--- src/rtl/fir_pkg.sv ---
// Shared sizes, FSM encoding and tap-index helper for the coefficient-replay FIR.
package fir_pkg;
    localparam int FIR_W1    = 14;
    localparam int FIR_W2    = 35;
    localparam int FIR_L     = 33;
    localparam int FIR_SHIFT = 7;

    typedef enum logic [1:0] {
        IDLE = 2'd0,
        LOAD = 2'd1,
        MAC  = 2'd2,
        OUT  = 2'd3
    } fir_state_t;

    // A single-tap filter still needs a one-bit index.
    function automatic int tap_idx_width(input int taps);
        return (taps > 1) ? $clog2(taps) : 1;
    endfunction

    localparam int FIR_IDX_W = tap_idx_width(FIR_L);
endpackage

--- src/rtl/fir_mac_unit.sv ---
// Signed W1 x W1 multiply feeding a wrapping W2 accumulator with synchronous clear and enable.
module fir_mac_unit #(
    parameter int W1 = 14,
    parameter int W2 = 35
)(
    input  logic          clk,
    input  logic          reset_n,
    input  logic          clr,
    input  logic          en,
    input  logic [W1-1:0] a,
    input  logic [W1-1:0] b,
    output logic [W2-1:0] acc
);
    logic signed [2*W1-1:0] prod;
    logic        [W2-1:0]   prod_ext;
    logic        [W2-1:0]   acc_reg;

    assign prod     = $signed(a) * $signed(b);
    assign prod_ext = {{(W2-2*W1){prod[2*W1-1]}}, prod};
    assign acc      = acc_reg;

    always_ff @(posedge clk or negedge reset_n) begin
        if (!reset_n) begin
            acc_reg <= '0;
        end else if (clr) begin
            acc_reg <= '0;
        end else if (en) begin
            acc_reg <= acc_reg + prod_ext;
        end
    end
endmodule

--- src/rtl/fir_coef_replay.sv ---
// Time-multiplexed FIR replaying a frozen LMS coefficient set, one MAC per cycle.
// Define FIR_REPLAY_SAT_EN to saturate y_scaled instead of wrapping it.
module fir_coef_replay
    import fir_pkg::*;
#(
    parameter int W1    = FIR_W1,
    parameter int W2    = FIR_W2,
    parameter int L     = FIR_L,
    parameter int SHIFT = FIR_SHIFT
)(
    input  logic          clk,
    input  logic          reset_n,
    input  logic          coef_valid,
    input  logic [W1-1:0] coef_data,
    input  logic          coef_last,
    output logic          coef_ready,
    input  logic          x_valid,
    input  logic [W1-1:0] x_in,
    output logic          x_ready,
    output logic          y_valid,
    output logic [W2-1:0] y_out,
    output logic [W1-1:0] y_scaled
);
    localparam int IDX_W = tap_idx_width(L);

    fir_state_t     state_reg;
    logic [IDX_W-1:0] idx_reg;
    logic [IDX_W-1:0] tap_reg;
    logic [W1-1:0]  f_reg [L];
    logic [W1-1:0]  x_reg [L];
    logic [W2-1:0]  y_out_reg;
    logic           y_valid_reg;
    logic [W2-1:0]  acc;

    logic coef_take;
    logic x_take;
    logic load_done;

    assign coef_ready = (state_reg == IDLE) || (state_reg == LOAD);
    assign x_ready    = (state_reg == IDLE);
    assign coef_take  = coef_valid && coef_ready;
    // A coefficient word arriving in IDLE wins over a simultaneous sample.
    assign x_take     = x_valid && (state_reg == IDLE) && !coef_valid;
    assign load_done  = coef_last || (idx_reg == IDX_W'(L-1));

    // Coefficient store: idx_reg is 0 whenever IDLE, so the first word lands in f[0].
    always_ff @(posedge clk or negedge reset_n) begin
        if (!reset_n) begin
            for (int k = 0; k < L; k++) f_reg[k] <= '0;
        end else if (coef_take) begin
            for (int k = 0; k < L; k++) begin
                if (idx_reg == IDX_W'(k)) f_reg[k] <= coef_data;
            end
        end
    end

    always_ff @(posedge clk or negedge reset_n) begin
        if (!reset_n) begin
            for (int k = 0; k < L; k++) x_reg[k] <= '0;
        end else if (x_take) begin
            x_reg[0] <= x_in;
            for (int k = 1; k < L; k++) x_reg[k] <= x_reg[k-1];
        end
    end

    always_ff @(posedge clk or negedge reset_n) begin
        if (!reset_n) begin
            state_reg   <= IDLE;
            idx_reg     <= '0;
            tap_reg     <= '0;
            y_out_reg   <= '0;
            y_valid_reg <= 1'b0;
        end else begin
            y_valid_reg <= 1'b0;
            case (state_reg)
                IDLE: begin
                    if (coef_valid) begin
                        if (coef_last || (L == 1)) begin
                            idx_reg <= '0;
                        end else begin
                            idx_reg   <= IDX_W'(1);
                            state_reg <= LOAD;
                        end
                    end else if (x_valid) begin
                        tap_reg   <= '0;
                        state_reg <= MAC;
                    end
                end
                LOAD: begin
                    if (coef_valid) begin
                        if (load_done) begin
                            idx_reg   <= '0;
                            state_reg <= IDLE;
                        end else begin
                            idx_reg <= idx_reg + 1'b1;
                        end
                    end
                end
                MAC: begin
                    if (tap_reg == IDX_W'(L-1)) begin
                        tap_reg   <= '0;
                        state_reg <= OUT;
                    end else begin
                        tap_reg <= tap_reg + 1'b1;
                    end
                end
                OUT: begin
                    y_out_reg   <= acc;
                    y_valid_reg <= 1'b1;
                    state_reg   <= IDLE;
                end
                default: state_reg <= IDLE;
            endcase
        end
    end

    fir_mac_unit #(
        .W1 (W1),
        .W2 (W2)
    ) u_mac (
        .clk     (clk),
        .reset_n (reset_n),
        .clr     (x_take),
        .en      (state_reg == MAC),
        .a       (f_reg[tap_reg]),
        .b       (x_reg[tap_reg]),
        .acc     (acc)
    );

    assign y_out   = y_out_reg;
    assign y_valid = y_valid_reg;

`ifdef FIR_REPLAY_SAT_EN
    localparam logic signed [W2-1:0] SAT_HI = W2'(2**(W1-1) - 1);
    localparam logic signed [W2-1:0] SAT_LO = -SAT_HI - 1;

    logic signed [W2-1:0] y_shift;
    assign y_shift = $signed(y_out_reg) >>> SHIFT;

    always_comb begin
        y_scaled = y_shift[W1-1:0];
        if (y_shift > SAT_HI) begin
            y_scaled = {1'b0, {(W1-1){1'b1}}};
        end else if (y_shift < SAT_LO) begin
            y_scaled = {1'b1, {(W1-1){1'b0}}};
        end
    end
`else
    // Low W1 bits of an arithmetic shift are just a slice of y_out.
    assign y_scaled = y_out_reg[SHIFT +: W1];
`endif
endmodule

--- config.mk ---
export PLATFORM = sky130hd
export DESIGN_NAME = fir_coef_replay
export DESIGN_NICKNAME = d
export VERILOG_FILES = /design/src/rtl/fir_pkg.sv /design/src/rtl/fir_mac_unit.sv /design/src/rtl/fir_coef_replay.sv
export SDC_FILE = /design/constraint.sdc
export NUM_CORES = 2
export LEC_CHECK = 0
export BUFFER_PORTS_ARGS = -buffer_cell sky130_fd_sc_hd__buf_2
export CAP_MARGIN = 20
export CORE_ASPECT_RATIO = 1.1
export CORE_MARGIN = 4
export CORE_UTILIZATION = 55
export CTS_BUF_LIST = sky130_fd_sc_hd__clkbuf_4 sky130_fd_sc_hd__clkbuf_8
export DETAILED_ROUTE_END_ITERATION = 8
export PLACE_DENSITY = 0.77
export SETUP_SLACK_MARGIN = 0.02
export SYNTH_ARGS = -nofsm -noshare
export SYNTH_HDL_FRONTEND = slang
export SYNTH_HIERARCHICAL = 1
export SYNTH_SLANG_ARGS = --single-unit
export TNS_END_PERCENT = 1
--- constraint.sdc ---
create_clock -name clk -period 13 [get_ports clk]
set_input_delay 1.3 -clock clk [delete_from_list [all_inputs] [get_ports clk]]
set_output_delay 1.3 -clock clk [all_outputs]
set_load 0.02 [all_outputs]
Word level (Yosys, flattened, before mapping)
Cells that the tools add are included.
{"block": "classes", "addsub": 3, "mul": 1, "n_lt_le_gt_ge": 1, "eq_ne": 44, "muxes": 25, "bitwise_logic": 1, "n_reduce_logical": 47}
{"cell": "$bmux 14 s6", "count": 2}
{"cell": "$eq 6x5->1 const B", "count": 16}
{"cell": "$mux 35", "count": 2}
{"cell": "$reduce_and 2->1", "count": 33}
{"cell": "$mux 14", "count": 4}
{"cell": "$eq 6x4->1 const B", "count": 8}
{"cell": "$mux 6", "count": 6}
{"cell": "$add 35x35->35", "count": 1}
{"cell": "$mul 14x14->28", "count": 1}
{"cell": "$eq 6x3->1 const B", "count": 4}
{"cell": "$pmux 6 s2", "count": 2}
{"cell": "$add 6x1->6 const B", "count": 2}
{"cell": "$eq 6x2->1 const B", "count": 2}
{"cell": "$eq 6x6->1 const B", "count": 2}
{"cell": "$mux 2", "count": 6}
{"cell": "$ne 2x2->1 const B", "count": 6}
{"cell": "$pmux 2 s4", "count": 1}
{"cell": "$ge 7x7->1 const B", "count": 1}
{"cell": "$not 6->7", "count": 1}
{"cell": "$eq 6x1->1 const B", "count": 1}
{"cell": "$logic_not 6->1", "count": 1}
{"cell": "$ne 3x3->1 const B", "count": 2}
{"cell": "$reduce_and 3->1", "count": 2}
{"cell": "$reduce_bool 2->1", "count": 3}
{"cell": "other kinds (8)", "count": 13}
{"block": "word_totals", "regBits": 1009, "inputBits": 33, "wordCells": 194}

Depth between registers and ports, before layout
{"block": "depth", "word_depth": 8, "mapped_depth": 43, "depth_no_buf": 37}

Modules after synthesis
Netlist, hierarchy kept.
{"mod": "fir_coef_replay", "instances": 1, "cells_per_inst": 2904, "area_per_inst_um2": 44739.2, "seq_area_each_um2": 24373.4}
{"mod": "fir_mac_unit", "instances": 1, "cells_per_inst": 1214, "area_per_inst_um2": 10744.1, "seq_area_each_um2": 875.8}

Worst setup path after synthesis
Ideal clock, no wire load.
{"block": "synth_path", "kind": "register -> register", "start": "register tap_reg[0]", "end": "register u_mac.acc_reg[28], in the netlist u_mac/acc[28]", "setup_time_ps": 121, "arrival_ps": 9124, "path_slack_ps": 3755, "stages_incl_launch_ff": 41, "synth_period_minus_slack_ps": 9245, "cell_sequence": "dfrtp_1 > buf_6 > buf_6 > mux4_2 > and3_1 > a2111oi_2 > a221oi_2 > clkbuf_1 > and2_1 > fa_1 > inv_1 > fa_1 > inv_1 > fa_1 > inv_1 > fa_1 > inv_1 > fa_1 > (+5 left out) > a21oi_1 > a211oi_1 > o21a_1 > o21a_1 > o21ai_0 > nand2_1 > nand4_1 > or3b_2 > ha_1 > o21ai_0 > o21a_1 > o31ai_1 > inv_1 > o311a_1 > o31ai_1 > a31oi_1 > xnor2_1 > a22o_1"}
{"block": "synth_via", "elab_chain_cells": 8, "word_cells_on_any_way": 11}
{"item": "start: declaration", "line_no": "fir_coef_replay.sv:28", "text": "logic [IDX_W-1:0] tap_reg;"}
{"item": "start signal: assignment", "line_no": "fir_coef_replay.sv:104", "text": "tap_reg <= tap_reg + 1'b1;"}
{"item": "$not 6->7 (not written as such) (*)", "line_no": "fir_coef_replay.sv:125, fir_coef_replay.sv:126"}
{"item": "$bmux 14 s6, on equally long branches", "line_no": "fir_coef_replay.sv:125, fir_coef_replay.sv:126"}
{"item": "$mux 14, on equally long branches (2 in series)", "line_no": "fir_coef_replay.sv:125, fir_coef_replay.sv:126"}
{"item": "$mul 14x14->28 (*)", "line_no": "fir_mac_unit.sv:18", "text": "assign prod = $signed(a) * $signed(b);"}
{"item": "$add 35x35->35 (*)", "line_no": "fir_mac_unit.sv:28", "text": "acc_reg <= acc_reg + prod_ext;"}
{"item": "$mux 35 (*)", "line_no": "fir_mac_unit.sv:27", "text": "end else if (en) begin"}
{"item": "$mux 35 (*)", "line_no": "fir_mac_unit.sv:25", "text": "end else if (clr) begin"}
{"item": "end signal: assignment", "line_no": "fir_mac_unit.sv:28"}
{"item": "end: declaration", "line_no": "fir_mac_unit.sv:16", "text": "logic [W2-1:0] acc_reg;"}
Every way passes the cells marked *; elsewhere a longest branch is shown, timed or not. The select of a mux whose other input is x is not followed.
A chain may end at the register's enable or synchronous reset.

Final worst setup path
{"block": "layout_path", "start": "register tap_reg[1]", "end": "register u_mac.acc_reg[34], in the netlist u_mac/acc[34]"}
The elaborated chain is that of the path after synthesis.

==> results.cfg <==
[outcome]
status = completed

[setup_path]
cpMaxStageDelayCell = a221oi_2
cp_max_fo = 48
start_kind = register
critical_path_required_ns = 13.76
slowest_delay_ns = 0.92
cp.arrival_ns = 12.00
crit_type = reg2reg
cp_common_cell = fa_1
critPathCaptureType = register

[yosys]
synthTopCellsByArea = dfrtp_1, mux2_2, fa_1, mux4_2, mux2i_1
ys_seq_elements = 1009
async_flop_share_pct = 100
synth_top_area_cell = dfrtp_1
synth_cell_type_count = 94
yosysWarningCount = 6
netlist_instances = 4118
syn-num-nets = 4454
synth_edf_count = 0
netlist.area_leader.share_pct = 45.5
syn_area_per_cell_um2 = 13.5
synth_area_um2 = 55500
ys_seq_area_share_pct = 45.5
ys.flop_type = dfrtp_1

[worst_hold_path]
hold_path_class = reg2reg

[timing]
fin_crit_ns = 11.24
finalCritPeriodShare_pct = 86.5
rsz0062_at_grt = no
hold_viol = 0
slew_headroom_pct = 16.1
finClkSkew_ns = 0.0626
finalSetupViolCount = 0
worst_pin_slew_ns = 1.26
fin_setup_tns_ns = 0
report.final.slew_viol_count = 0
max_freq_mhz = 89.0

[grt]
antenna_found_initial = 10
grt_max_degree = 191
first_global_vias = 35700
track_usage_pct = 23.9
grt_first_pass_wirelength_mm = 202
grt-ovfl-total = 0

[route]
wl_per_cell_um = 22.4
ant_nets = 0
vias = 33500
drc = 0
via_per_inst = 6.04
drt-pass1-iter-count = 6
routed_wirelength_mm = 124
drt_iter0_drc = 2493

[clocking]
holdBufCountCts = 0
cts_buffer_depth = 3
cts_root_buf = clkbuf_8
cts_resized = 0
clk_pin_slew_ns = 0.07
cts_tree = yes
cts_max_level = 4
cts_num_sinks = 1009
cts_buffers = 162
post_cts_buffers = 0
clk_latency_ns = 0.87

[floorplanning]
io_pins = 85
start_util_pct = 55.7
fp-row-count = 121
core_area_um2 = 99600
fp.dieW_um = 311
dieHeight_um = 341
die-area_um2 = 106000

[job]
maxCapViolations = 0

[place]
hpwl_mm = 81.2
place_congestion = 0.886
io_buffers = 84

[layout]
drive_above_1_share_pct = 39.5
nets = 4474
nFillCells = 7604
area_growth_pct = 7.96
-- cells in the final DEF (no fill, tap or decap), drive strengths merged, types with 25 or more instances in the layout --
| cell type | instances |
|---|---|
| o21ai | 45 |
| a21o | 25 |
| and3 | 30 |
| ha | 107 |
| fa | 196 |
| and2 | 107 |
| o221ai | 26 |
| xnor2 | 34 |
| nand2 | 151 |
| inv | 267 |
| buf | 148 |
| mux2 | 1013 |
| dfrtp | 1009 |
| clkbuf | 255 |
| mux2i | 140 |
| mux4 | 146 |
| a21oi | 75 |
| nor2 | 89 |
-- path summary, 6_finish.rpt --
| check | from | end | slack [ns] | cells after the start |
|---|---|---|---|---|
| worst min register to register | f_reg[459] | f_reg[459] | 0.48 | 1 |
| worst max register to register | tap_reg[1] | u_mac/acc[34] | 1.76 | 33 |
| max in group asynchronous | reset_n | x_reg[164] | 9.97 | 3 |
| min in group asynchronous | reset_n | x_reg[446] | 0.57 | 1 |
| worst min-delay path | f_reg[459] | f_reg[459] | 0.48 | 1 |
| worst max-delay path | tap_reg[1] | u_mac/acc[34] | 1.76 | 33 |
-- through the flow --
| stage | utilization, % | setup WS, ns | cells | hold slack (ns) | cell area [µm²] |
|---|---|---|---|---|---|
| CTS | 60.1 | 1.88 | 5547 | 0.488 | 59900 |
| global placement | 56.8 | 2.05 | 5264 | 0.464 | 56500 |
| detailed placement | 56.8 | 1.89 | 5264 | 0.474 | 56500 |
| global route | 60.1 | 1.18 | 5553 | 0.502 | 59900 |
| floorplan | - | 3.76 | 4118 | 0.453 | 55500 |
| finish | 60.1 | 1.76 | 5554 | 0.482 | 59900 |
-- cells in the mapped netlist, drive strengths merged, types with 12 or more instances --
cell type / count
o21a: 14
a21boi: 20
a222oi: 12
xnor2: 34
o221ai: 26
inv: 256
and2: 107
ha: 107
xor2: 17
o22ai: 18
a22o: 17
a21oi: 75
and3: 30
a22oi: 20
dfrtp: 1009
a21o: 25
nor2: 89
a221oi: 19
nor3: 22
a211oi: 16
a2111oi: 19
mux2i: 140
mux4: 146
fa: 196
nor2b: 16
nand3: 20
nand2b: 13
nand2: 151
clkbuf: 113
o21ai: 45
mux2: 1013
buf: 179
or2: 18
-- worst max-delay path, delay by kind of cell (launching register included) --
family                     cells  cell delay (ns)
AOI/OAI and AO/OA             12             3.38
adders and majority gates      8             4.07
buffers and inverters          5             0.98
DFF                            1             0.66
and+or+nand+nor                8             2.06
-- final cells by class --
type	instances	area [µm²]	share of cell area, %
flip-flops and latches	1009	25300	42.2
well taps	1291	1620	2.70
clock buffers	255	3120	5.20
diodes	6	15.0	0.0251
inverters	256	961	1.60
multi-input cells	2561	27700	46.3
clock inverters	28	214	0.357
repair buffers	148	1010	1.69
-- logic make-up after synthesis --
group                      after synthesis  synth area share (%)
buffers and inverters                  548                  4.63
and+or+nand+nor                        507                  4.85
DFF                                   1009                  45.5
xor gates and xnor gates                52                 0.861
muxes                                 1299                  29.0
AOI/OAI and AO/OA                      400                  5.65
adders and majority gates              303                  9.48
-- metal layers --
metal / GRT usage [%] / part of all wire (%) / vias up
li1: - / - / 14700
met1: 32.3 / 43 / 17600
met4: 8.36 / 3.2 / 2
met5: 0 / 0.016 / -
met2: 39.6 / 49 / 945
met3: 4.04 / 5.2 / 252
Power is not shown: default switching activity piles up to over one toggle a cycle in this logic, so the estimate is an artifact.
